$ cat src/rtl/sh7604_pkg.sv
// Shared types and constants for the SH7604 external-bus slave.
// Optional feature macro used by the top level: EXTBUS_TIMEOUT_EN.
package sh7604_pkg;

  typedef enum logic [2:0] {
    IDLE,
    WDATA,
    REQ,
    HOLD,
    ENDC
  } ExtBusState_t;

  typedef bit [3:0] WaitCnt_t;

  localparam int          DATA_W         = 32;
  localparam logic [3:0]  EXTBUS_RD_BE   = 4'hF;
  localparam logic [31:0] EXTBUS_TO_DATA = 32'hFFFF_FFFF;

  // Area number of the lowest-numbered asserted chip select (CS_N active low).
  function automatic logic [1:0] cs_encode(input logic [3:0] cs_n);
    if (!cs_n[0]) return 2'd0;
    if (!cs_n[1]) return 2'd1;
    if (!cs_n[2]) return 2'd2;
    return 2'd3;
  endfunction

endpackage

$ cat src/rtl/sh7604_ext_bus_waitcnt.sv
// Minimum-wait-state counter: loads on bus-cycle capture, then counts down
// once per CE_R tick and saturates at zero.
module sh7604_ext_bus_waitcnt
  import sh7604_pkg::*;
(
  input  logic     CLK,
  input  logic     RST_N,
  input  logic     CE_R,
  input  logic     load,
  input  WaitCnt_t load_val,
  output logic     zero
);

  WaitCnt_t cnt;

  // Load has priority; otherwise decrement toward zero on every tick.
  always_ff @(posedge CLK) begin
    if (!RST_N) begin
      cnt <= '0;
    end else if (CE_R) begin
      if (load)
        cnt <= load_val;
      else if (cnt != '0)
        cnt <= cnt - 4'd1;
    end
  end

  assign zero = (cnt == '0);

endmodule

$ cat src/rtl/sh7604_ext_bus_slave.sv
// SH7604 external-bus responder: decodes the CPU bus cycle, holds WAIT_N low
// while a request/acknowledge backend services it, and returns read data.
// Optional feature: define EXTBUS_TIMEOUT_EN to abort requests that see no
// MEM_ACK within TIMEOUT REQ ticks (ERR pulse, read data forced to all ones).
module sh7604_ext_bus_slave
  import sh7604_pkg::*;
#(
  parameter logic [3:0] WAIT0   = 4'd1,
  parameter logic [3:0] WAIT1   = 4'd1,
  parameter logic [3:0] WAIT2   = 4'd2,
  parameter logic [3:0] WAIT3   = 4'd2,
  parameter logic [7:0] TIMEOUT = 8'd255
) (
  input  logic              CLK,
  input  logic              RST_N,
  input  logic              CE_R,
  input  logic [26:0]       A,
  input  logic [DATA_W-1:0] DO,
  input  logic              BS_N,
  input  logic [3:0]        CS_N,
  input  logic              RD_N,
  input  logic [3:0]        WE_N,
  output logic [DATA_W-1:0] DI,
  output logic              WAIT_N,
  output logic [26:0]       MEM_A,
  output logic [DATA_W-1:0] MEM_DO,
  output logic [3:0]        MEM_BE,
  output logic [1:0]        MEM_CS,
  output logic              MEM_WR,
  output logic              MEM_REQ,
  input  logic              MEM_ACK,
  input  logic [DATA_W-1:0] MEM_DI,
  output logic              ERR
);

  ExtBusState_t      state_q, state_d;
  logic              bus_start;
  logic              ack_hit;
  logic              ack_pend_q;
  logic              capture, wr_load, req_done, to_fire, hold_done;
  logic              req_enter;
  logic              to_expire;
  logic              wait_zero;
  logic [1:0]        area;
  WaitCnt_t          wait_val;
  logic [DATA_W-1:0] rd_hold;

  assign bus_start = !BS_N && (CS_N != 4'hF);
  assign area      = cs_encode(CS_N);
  // The backend acks on any CLK; an ack between CE_R ticks is parked until the next tick.
  assign ack_hit   = MEM_ACK && MEM_REQ && (state_q == REQ);
  assign req_enter = (capture && !RD_N) || wr_load;

  // Minimum wait states for the decoded area.
  always_comb begin
    wait_val = WaitCnt_t'(WAIT0);
    case (area)
      2'd1:    wait_val = WaitCnt_t'(WAIT1);
      2'd2:    wait_val = WaitCnt_t'(WAIT2);
      2'd3:    wait_val = WaitCnt_t'(WAIT3);
      default: wait_val = WaitCnt_t'(WAIT0);
    endcase
  end

  sh7604_ext_bus_waitcnt u_waitcnt (
    .CLK      (CLK),
    .RST_N    (RST_N),
    .CE_R     (CE_R),
    .load     (capture),
    .load_val (wait_val),
    .zero     (wait_zero)
  );

  // Next-state decode and per-tick action strobes.
  always_comb begin
    state_d   = state_q;
    capture   = 1'b0;
    wr_load   = 1'b0;
    req_done  = 1'b0;
    to_fire   = 1'b0;
    hold_done = 1'b0;
    case (state_q)
      IDLE:  if (bus_start) capture = 1'b1;
      WDATA: if (WE_N != 4'hF) wr_load = 1'b1;
      REQ: begin
        if (ack_pend_q || ack_hit) req_done = 1'b1;
        else if (to_expire)        to_fire  = 1'b1;
      end
      HOLD:  if (wait_zero) hold_done = 1'b1;
      ENDC: begin
        if (bus_start)                    capture = 1'b1;
        else if (RD_N && (WE_N == 4'hF))  state_d = IDLE;
      end
      default: state_d = IDLE;
    endcase
    if (capture)             state_d = RD_N ? WDATA : REQ;
    if (wr_load)             state_d = REQ;
    if (req_done || to_fire) state_d = HOLD;
    if (hold_done)           state_d = ENDC;
  end

  // State register, advancing only on CE_R ticks.
  always_ff @(posedge CLK) begin
    if (!RST_N)
      state_q <= IDLE;
    else if (CE_R)
      state_q <= state_d;
  end

  // Bus latches, request handshake, wait line and read-data return.
  always_ff @(posedge CLK) begin
    if (!RST_N) begin
      DI         <= '0;
      WAIT_N     <= 1'b1;
      MEM_A      <= '0;
      MEM_DO     <= '0;
      MEM_BE     <= '0;
      MEM_CS     <= '0;
      MEM_WR     <= 1'b0;
      MEM_REQ    <= 1'b0;
      ack_pend_q <= 1'b0;
    end else if (CE_R) begin
      if (capture) begin
        MEM_A  <= A;
        MEM_CS <= area;
        WAIT_N <= 1'b0;
        if (!RD_N) begin
          MEM_WR  <= 1'b0;
          MEM_BE  <= EXTBUS_RD_BE;
          MEM_REQ <= 1'b1;
        end
      end
      if (wr_load) begin
        MEM_DO  <= DO;
        MEM_BE  <= ~WE_N;
        MEM_WR  <= 1'b1;
        MEM_REQ <= 1'b1;
      end
      if (req_done) begin
        MEM_REQ    <= 1'b0;
        ack_pend_q <= 1'b0;
        if (!MEM_WR) DI <= ack_pend_q ? rd_hold : MEM_DI;
      end
      if (to_fire) begin
        MEM_REQ <= 1'b0;
        if (!MEM_WR) DI <= EXTBUS_TO_DATA;
      end
      if (hold_done) WAIT_N <= 1'b1;
    end else if (ack_hit) begin
      MEM_REQ    <= 1'b0;
      ack_pend_q <= 1'b1;
    end
  end

  // Read data parked from an ack that landed between ticks.
  always_ff @(posedge CLK) begin
    if (ack_hit && !CE_R) rd_hold <= MEM_DI;
  end

`ifdef EXTBUS_TIMEOUT_EN
  logic [7:0] to_cnt_q;

  // REQ tick counter, restarted whenever a new request is issued.
  always_ff @(posedge CLK) begin
    if (!RST_N)
      to_cnt_q <= '0;
    else if (CE_R) begin
      if (req_enter)            to_cnt_q <= '0;
      else if (state_q == REQ)  to_cnt_q <= to_cnt_q + 8'd1;
    end
  end

  assign to_expire = (state_q == REQ) && (to_cnt_q == TIMEOUT - 8'd1);

  // One-tick abort pulse.
  always_ff @(posedge CLK) begin
    if (!RST_N)
      ERR <= 1'b0;
    else if (CE_R)
      ERR <= to_fire;
  end
`else
  logic unused_timeout;
  assign unused_timeout = ^{TIMEOUT, req_enter};
  assign to_expire      = 1'b0;
  assign ERR            = 1'b0;
`endif

endmodule
$ cat config.mk
export PLATFORM = sky130hd
export DESIGN_NAME = sh7604_ext_bus_slave
export DESIGN_NICKNAME = d
export VERILOG_FILES = /design/src/rtl/sh7604_pkg.sv /design/src/rtl/sh7604_ext_bus_waitcnt.sv /design/src/rtl/sh7604_ext_bus_slave.sv
export SDC_FILE = /design/constraint.sdc
export NUM_CORES = 1
export LEC_CHECK = 0
export BUFFER_PORTS_ARGS = -buffer_cell sky130_fd_sc_hd__buf_2
export CAP_MARGIN = 40
export CORE_AREA = 2 2 139 141
export CTS_BUF_LIST = sky130_fd_sc_hd__clkbuf_2 sky130_fd_sc_hd__clkbuf_4 sky130_fd_sc_hd__clkbuf_8
export DETAILED_ROUTE_END_ITERATION = 12
export DIE_AREA = 0 0 141 143
export HOLD_SLACK_MARGIN = 0.02
export PLACE_DENSITY = 0.5
export SETUP_SLACK_MARGIN = 0.05
export SKIP_LAST_GASP = 1
export SLEW_MARGIN = 20
export SYNTH_ARGS = -nofsm -noshare
export SYNTH_HDL_FRONTEND = slang
export SYNTH_HIERARCHICAL = 1
export SYNTH_SLANG_ARGS = --single-unit
$ cat constraint.sdc
create_clock -name CLK -period 10 [get_ports CLK]
set_clock_uncertainty 0.15 [all_clocks]
set_input_delay 0.5 -clock CLK [delete_from_list [all_inputs] [get_ports CLK]]
set_output_delay 0.5 -clock CLK [all_outputs]
set_load 0.02 [all_outputs]
== Word-level counts from Yosys, hierarchy flattened ==
Cells that the tools add are included.
Storage, ports and cells
  bits in registers: 140
  output and inout bits: 101
  logic and storage cells: 106
  input bits: 105
Cells by class
  reductions and logical operators: 27
  bitwise operators: 2
  add/subtract/negate cells: 1
  mux-type cells: 48
  equality and inequality tests: 16
Operators with widths (count)
  32-bit 2-to-1 mux: 1
  1-bit 2-to-1 mux: 27
  4-bit 2-to-1 mux: 5
  3-bit 2-to-1 mux: 6
  2-bit 2-to-1 mux: 8
  6-bit inequality test, second input constant: 2
  2-bit AND reduction: 5
  3-bit AND reduction: 3
  4-bit inequality test, second input constant: 2
  2-bit nonzero test: 4
  3-bit by 2-bit equality test with 1-bit output, second input constant: 2
  3-bit case mux with 2 select lines: 1
  1-bit logical AND: 5
  5-bit by 1-bit inequality test with 1-bit output, second input constant: 1
  2-bit equality test, second input constant: 2
  4-bit equality test, second input constant: 1
  4-bit logical NOT: 1
  2-bit by 1-bit inequality test with 1-bit output, second input constant: 2
  4-bit by 1-bit inequality test with 1-bit output, second input constant: 1
  4-bit by 2-bit inequality test with 1-bit output, second input constant: 1
  4-bit NOT: 1
  4-bit AND reduction: 1
  4-bit nonzero test: 1
  2-bit OR reduction: 2
  other kinds (8): 9

== Longest topological paths before layout ==
  depth in word-level cells: 11
  gate-level depth with buffers: 7
  gate-level depth less buffers: 7

== Modules after synthesis ==
The synthesis kept the hierarchy.
By module, submodules not included
  sh7604_ext_bus_slave: instances 1, cells each 509, seq. area each 3042.9 sq um, area an instance 5172.5 sq um
  sh7604_ext_bus_waitcnt: instances 1, cells each 34, seq. area each 80.1 sq um, area an instance 311.5 sq um

== Worst setup path after synthesis ==
Ideal clock, no wire load.
  path kind: reg-to-reg
  start point: reg state_q[2]
  end point: reg MEM_REQ
  period minus slack after synthesis: 3.806 ns
  path slack: 6.194 ns
  buffers on the path: 1
  required time: 9.735 ns
  stages on the path, launching flop included: 6
  arrival: 3.541 ns
  library setup time: 0.115 ns
  cell sequence: dfxtp_1 -> or3b_1 -> buf_2 -> nor3_1 -> nor2_1 -> o21a_1
On the way
  longest elaborated chain between the ends: 7
  elaborated cells on any way between the ends: 18
  those cells by class: 5 x eq/ne; 7 x mux; 6 x reduce/logical
RTL lines
  start, declared: line sh7604_ext_bus_slave.sv:36  | ExtBusState_t state_q, state_d;
  start signal, assigned: line sh7604_ext_bus_slave.sv:107  | state_q <= state_d;
  3-bit by 2-bit equality test with 1-bit output: line sh7604_ext_bus_slave.sv:51, sh7604_ext_bus_slave.sv:82
  1-bit logical AND: line sh7604_ext_bus_slave.sv:51  | assign ack_hit = MEM_ACK && MEM_REQ && (state_q == REQ);
  1-bit logical OR: line sh7604_ext_bus_slave.sv:86  | if (ack_pend_q || ack_hit) req_done = 1'b1;
  1-bit 2-to-1 mux: line sh7604_ext_bus_slave.sv:86
  1-bit 2-to-1 mux: line sh7604_ext_bus_slave.sv:82  | case (state_q)
  4-bit by 1-bit inequality test with 1-bit output (no line) (tied with other cells)
  3-bit AND reduction (no line) / 1-bit 2-to-1 mux (equally long branches)
  end signal, assigned: line sh7604_ext_bus_slave.sv:120  | MEM_REQ <= 1'b0;
  end signal, assigned: line sh7604_ext_bus_slave.sv:130  | MEM_REQ <= 1'b1;
  end signal, assigned: line sh7604_ext_bus_slave.sv:137  | MEM_REQ <= 1'b1;
  end, declared: line sh7604_ext_bus_slave.sv:30  | output logic MEM_REQ,
Parallel ways exist; a longest one is shown, timed or not.
A chain may end at the register's enable or synchronous reset.

== Worst setup path after layout ==
  start point: reg state_q[1]
  end point: reg state_q[1]
On the way
  longest elaborated chain between the ends: 7
  elaborated cells on any way between the ends: 23
  those cells by class: 7 x eq/ne; 10 x mux; 6 x reduce/logical
RTL lines
  3-bit by 2-bit equality test with 1-bit output (tied with other cells): line sh7604_ext_bus_slave.sv:51, sh7604_ext_bus_slave.sv:82
  4-bit OR reduction (no line) (tied with other cells)
  3-bit case mux with 2 select lines (tied with other cells): line sh7604_ext_bus_slave.sv:82
  3-bit 2-to-1 mux / 1-bit 2-to-1 mux (equally long branches): line sh7604_ext_bus_slave.sv:96, sh7604_ext_bus_slave.sv:86
  3-bit 2-to-1 mux / 1-bit 2-to-1 mux (equally long branches): line sh7604_ext_bus_slave.sv:97, sh7604_ext_bus_slave.sv:82
  3-bit 2-to-1 mux (tied with other cells): line sh7604_ext_bus_slave.sv:98  | if (req_done || to_fire) state_d = HOLD;
  3-bit 2-to-1 mux / 4-bit AND reduction (equally long branches)
Parallel ways exist; a longest one is shown, timed or not.

==> out/metrics.yaml <==
worstPathRequired_ns: 10.23
synth_seq_area_share_pct: 56.95
vias_cell: 4.611
die_area_mm2: 0.02016
drt_pass1_iterations: 4
worst_setup_path_startpoint: "state_q[1]$_SDFFE_PN0P_"
via_count: 4546
setup_viol: 0
power_switching_share_pct: 25.49
gp_routability_congestion: 0.7461
maxCapViolations: 0
rrSetupSlack_ns: 7.52
hold_path.class: "primary input to register"
drt-total-wl_um: 14590
setup_total_negative_slack_ns: 0
numPlacedInstances: 953
antennaDiodeCount: 0
post-cts-setup-buffers: 0
portBuffers: 204
post_cts_resize_count: 0
grt_antenna_before_repair: 0
max_clock_freq_mhz: 403.1
synth_enable_flop_cells: 32
first_global_vias: 4572
vdd.ir_drop.worst_uv: 91.06
p_per_area_mw_per_mm2: 174.1
tritoncts: "yes"
layout_worst_path_cycle_share_pct: 24.81
power.share.clock_pct: 41.1
remaining_routing_drc_violations: 0
worstHoldPathCells: 1
fillers: 1890
most-common-layout-cells: "buf_2, nand2_1, dfxtp_1"
p_comb_share_pct: 10.5
power.internal_w: 0.0009301
grt_overflow_total: 0
regToRegStartpoint: "state_q[1]$_SDFFE_PN0P_"
final_net_count: 845
cp-endpoint: "state_q[1]$_SDFFE_PN0P_"
worst_slew_pin_slew_ns: 0.8138
fin_total_pwr_w: 0.001248
grt_pass1_wl_um: 23070
worst_r2r_path_depth: 4
cts-buffers-inserted: 17
syn_avg_cell_area_um2: 10.10
maximum_number_of_pins_on_one_net_before_global_route_repair: 65
end_kind: "register"
clockRootBuffer: "clkbuf_8"
power_leakage_nw: 2.917
netlist-cell-type-count: 51
synth_async_sr_flop_share_pct: 0
wire_length_per_cell_um: 14.79
crit_path_start_kind: "register"
critical_path.max_fanout: 15
rr_endpoint: "state_q[1]$_SDFFE_PN0P_"
final-instance-count-excl-fill: 986
finalWorstPathRequiredPeriod_ns: 2.481
cts_hold_buf: 0
core_area_mm2: 0.01858
layout-drive-gt1-share_pct: 37.90
synthCells: 543
detail-route-antenna-nets: 0
detailed_place_hpwl_um: 10320
timing_worst_setup_path_type: "register to register"
die_h_um: 143
clock_latency_ns: 0.44
hold_viol_final: 0
cts-root-to-sink-buffers: 2
rsz0062_at_grt: "false"
start_util_pct: 29.52
outcome: "completed"
ports: 206
final_common_cell: "buf_2"
max-slew-margin-rel_pct: 45.75
worst-endpoint-arrival_ns: 2.71
placement_rows: 50
power.switching_w: 0.0003182
floorplan.die.width_um: 141
finalMaxSlewViolations: 0
power.sequential.fraction_pct: 48.5
post_layout_utilization_of_the_core_pct: 38.59
drt_iter0_drc: 158
cts_max_level: 4
syn-cell-area_mm2: 0.005484
grt_util_all_layers_pct: 14.50
hp-start: "MEM_DI[9]"
cts.sinks: 140
synth-main-ff-cell: "dfxtp_1"
area_growth_syn_to_layout_pct: 30.76
worst_setup_hold_path_clk_slew_ns: 0.09
ys_seq_elements: 140
ys_warn_count: 6
[cell families (layout without fill, tap and decap cells)]
kind of cell,Yosys count,count (layout),synth area share (%)
compound gates,123,123,16.75
fa+ha+maj,1,1,0.2281
buf+inv,45,252,3.924
flops,140,140,56.95
mux,32,32,5.841
other cells,1,3,0.06838
simple gates,201,201,16.24
[per-stage QoR]
stage          area (um^2)  hold slack, ns  worst slack, ns
2_1_floorplan         5492          0.3434            6.194
3_3_place_gp          6661          0.2909            6.879
3_5_place_dp          6704          0.2956            7.181
4_1_cts               7151         0.05327            7.514
5_1_grt               7171         0.05379            7.279
6_report              7171         0.09623            7.519
[layout make-up]
| class | instances | area (um^2) | share of cell area (%) |
|---|---|---|---|
| well taps | 234 | 292.8 | 4.083 |
| clock inverters | 13 | 191.4 | 2.670 |
| repair buffers | 213 | 1121 | 15.63 |
| multi-input cells | 360 | 2158 | 30.10 |
| clock buffers | 19 | 255.2 | 3.560 |
| flip-flops and latches | 140 | 3124 | 43.57 |
| inverters | 7 | 27.53 | 0.3839 |
[synth_stat cells, types with 2 or more instances]
cell type | count | area [um^2]
a211oi_1 | 4 | 30.03
a211oi_2 | 28 | 350.3
a21oi_1 | 65 | 325.3
and2_1 | 4 | 25.02
and3_1 | 2 | 12.51
buf_1 | 2 | 7.510
buf_4 | 4 | 30.03
buf_6 | 4 | 45.04
clkbuf_1 | 27 | 101.4
dfxtp_1 | 108 | 2162
edfxtp_1 | 32 | 960.9
inv_1 | 6 | 22.52
mux2i_1 | 32 | 320.3
nand2_1 | 132 | 495.5
nand3_1 | 7 | 35.03
nand4_1 | 2 | 12.51
nor2_1 | 34 | 127.6
nor2b_1 | 2 | 12.51
nor3_1 | 3 | 15.01
nor3b_1 | 3 | 22.52
o211a_1 | 4 | 40.04
o21ai_0 | 7 | 35.03
o221a_2 | 2 | 22.52
o31ai_1 | 2 | 15.01
[power groups by stage]
stage	Combinational (W)	Sequential [W]	Clock, W
2_1_floorplan	0.0000629	0.000633	0
3_3_place_gp	0.000125	0.000618	0
3_5_place_dp	0.000131	0.000618	0
4_1_cts	0.000132	0.000605	0.000533
5_1_grt	0.000145	0.000607	0.000556
6_report	0.000131	0.000605	0.000513
[state kept, by name (all words and copies together), names as in the netlist]
| name | cells |
|---|---|
| MEM_DO | 32 |
| rd_hold | 32 |
| WAIT_N | 1 |
| MEM_CS | 2 |
| ack_pend_q | 1 |
| MEM_BE | 4 |
| DI | 32 |
| state_q | 3 |
| MEM_REQ | 1 |
| MEM_WR | 1 |
| MEM_A | 27 |
| u_waitcnt/cnt | 4 |
[how the worst min path moves through the flow]
| stage | slack [ns] | endpoint |
|---|---|---|
| 6_report | 0.1 | rd_hold[9]$_DFFE_PP_ |
| 5_1_grt | 0.05 | rd_hold[9]$_DFFE_PP_ |
| 4_1_cts | 0.05 | rd_hold[18]$_DFFE_PP_ |
| 3_5_place_dp | 0.30 | MEM_A[22]$_SDFFE_PN0P_ |
| 3_3_place_gp | 0.29 | MEM_DO[16]$_SDFFE_PN0P_ |
| 2_1_floorplan | 0.34 | u_waitcnt/cnt[1]$_SDFFE_PN0P_ |
[layer usage]
metal,global-route usage [%],part of all wire [%]
met2,22.88,46
met3,5.667,8.0
met5,0,0
met1,18.17,45
met4,5.053,1.3
[worst max-delay path: stages, from the launching register on]
cell	delay, ns
dfxtp_1	0.36
nor3_1	0.34
nand3_1	0.51
o21ai_0	0.78
o221a_2	0.29
Power figures use the tool's default switching activity.
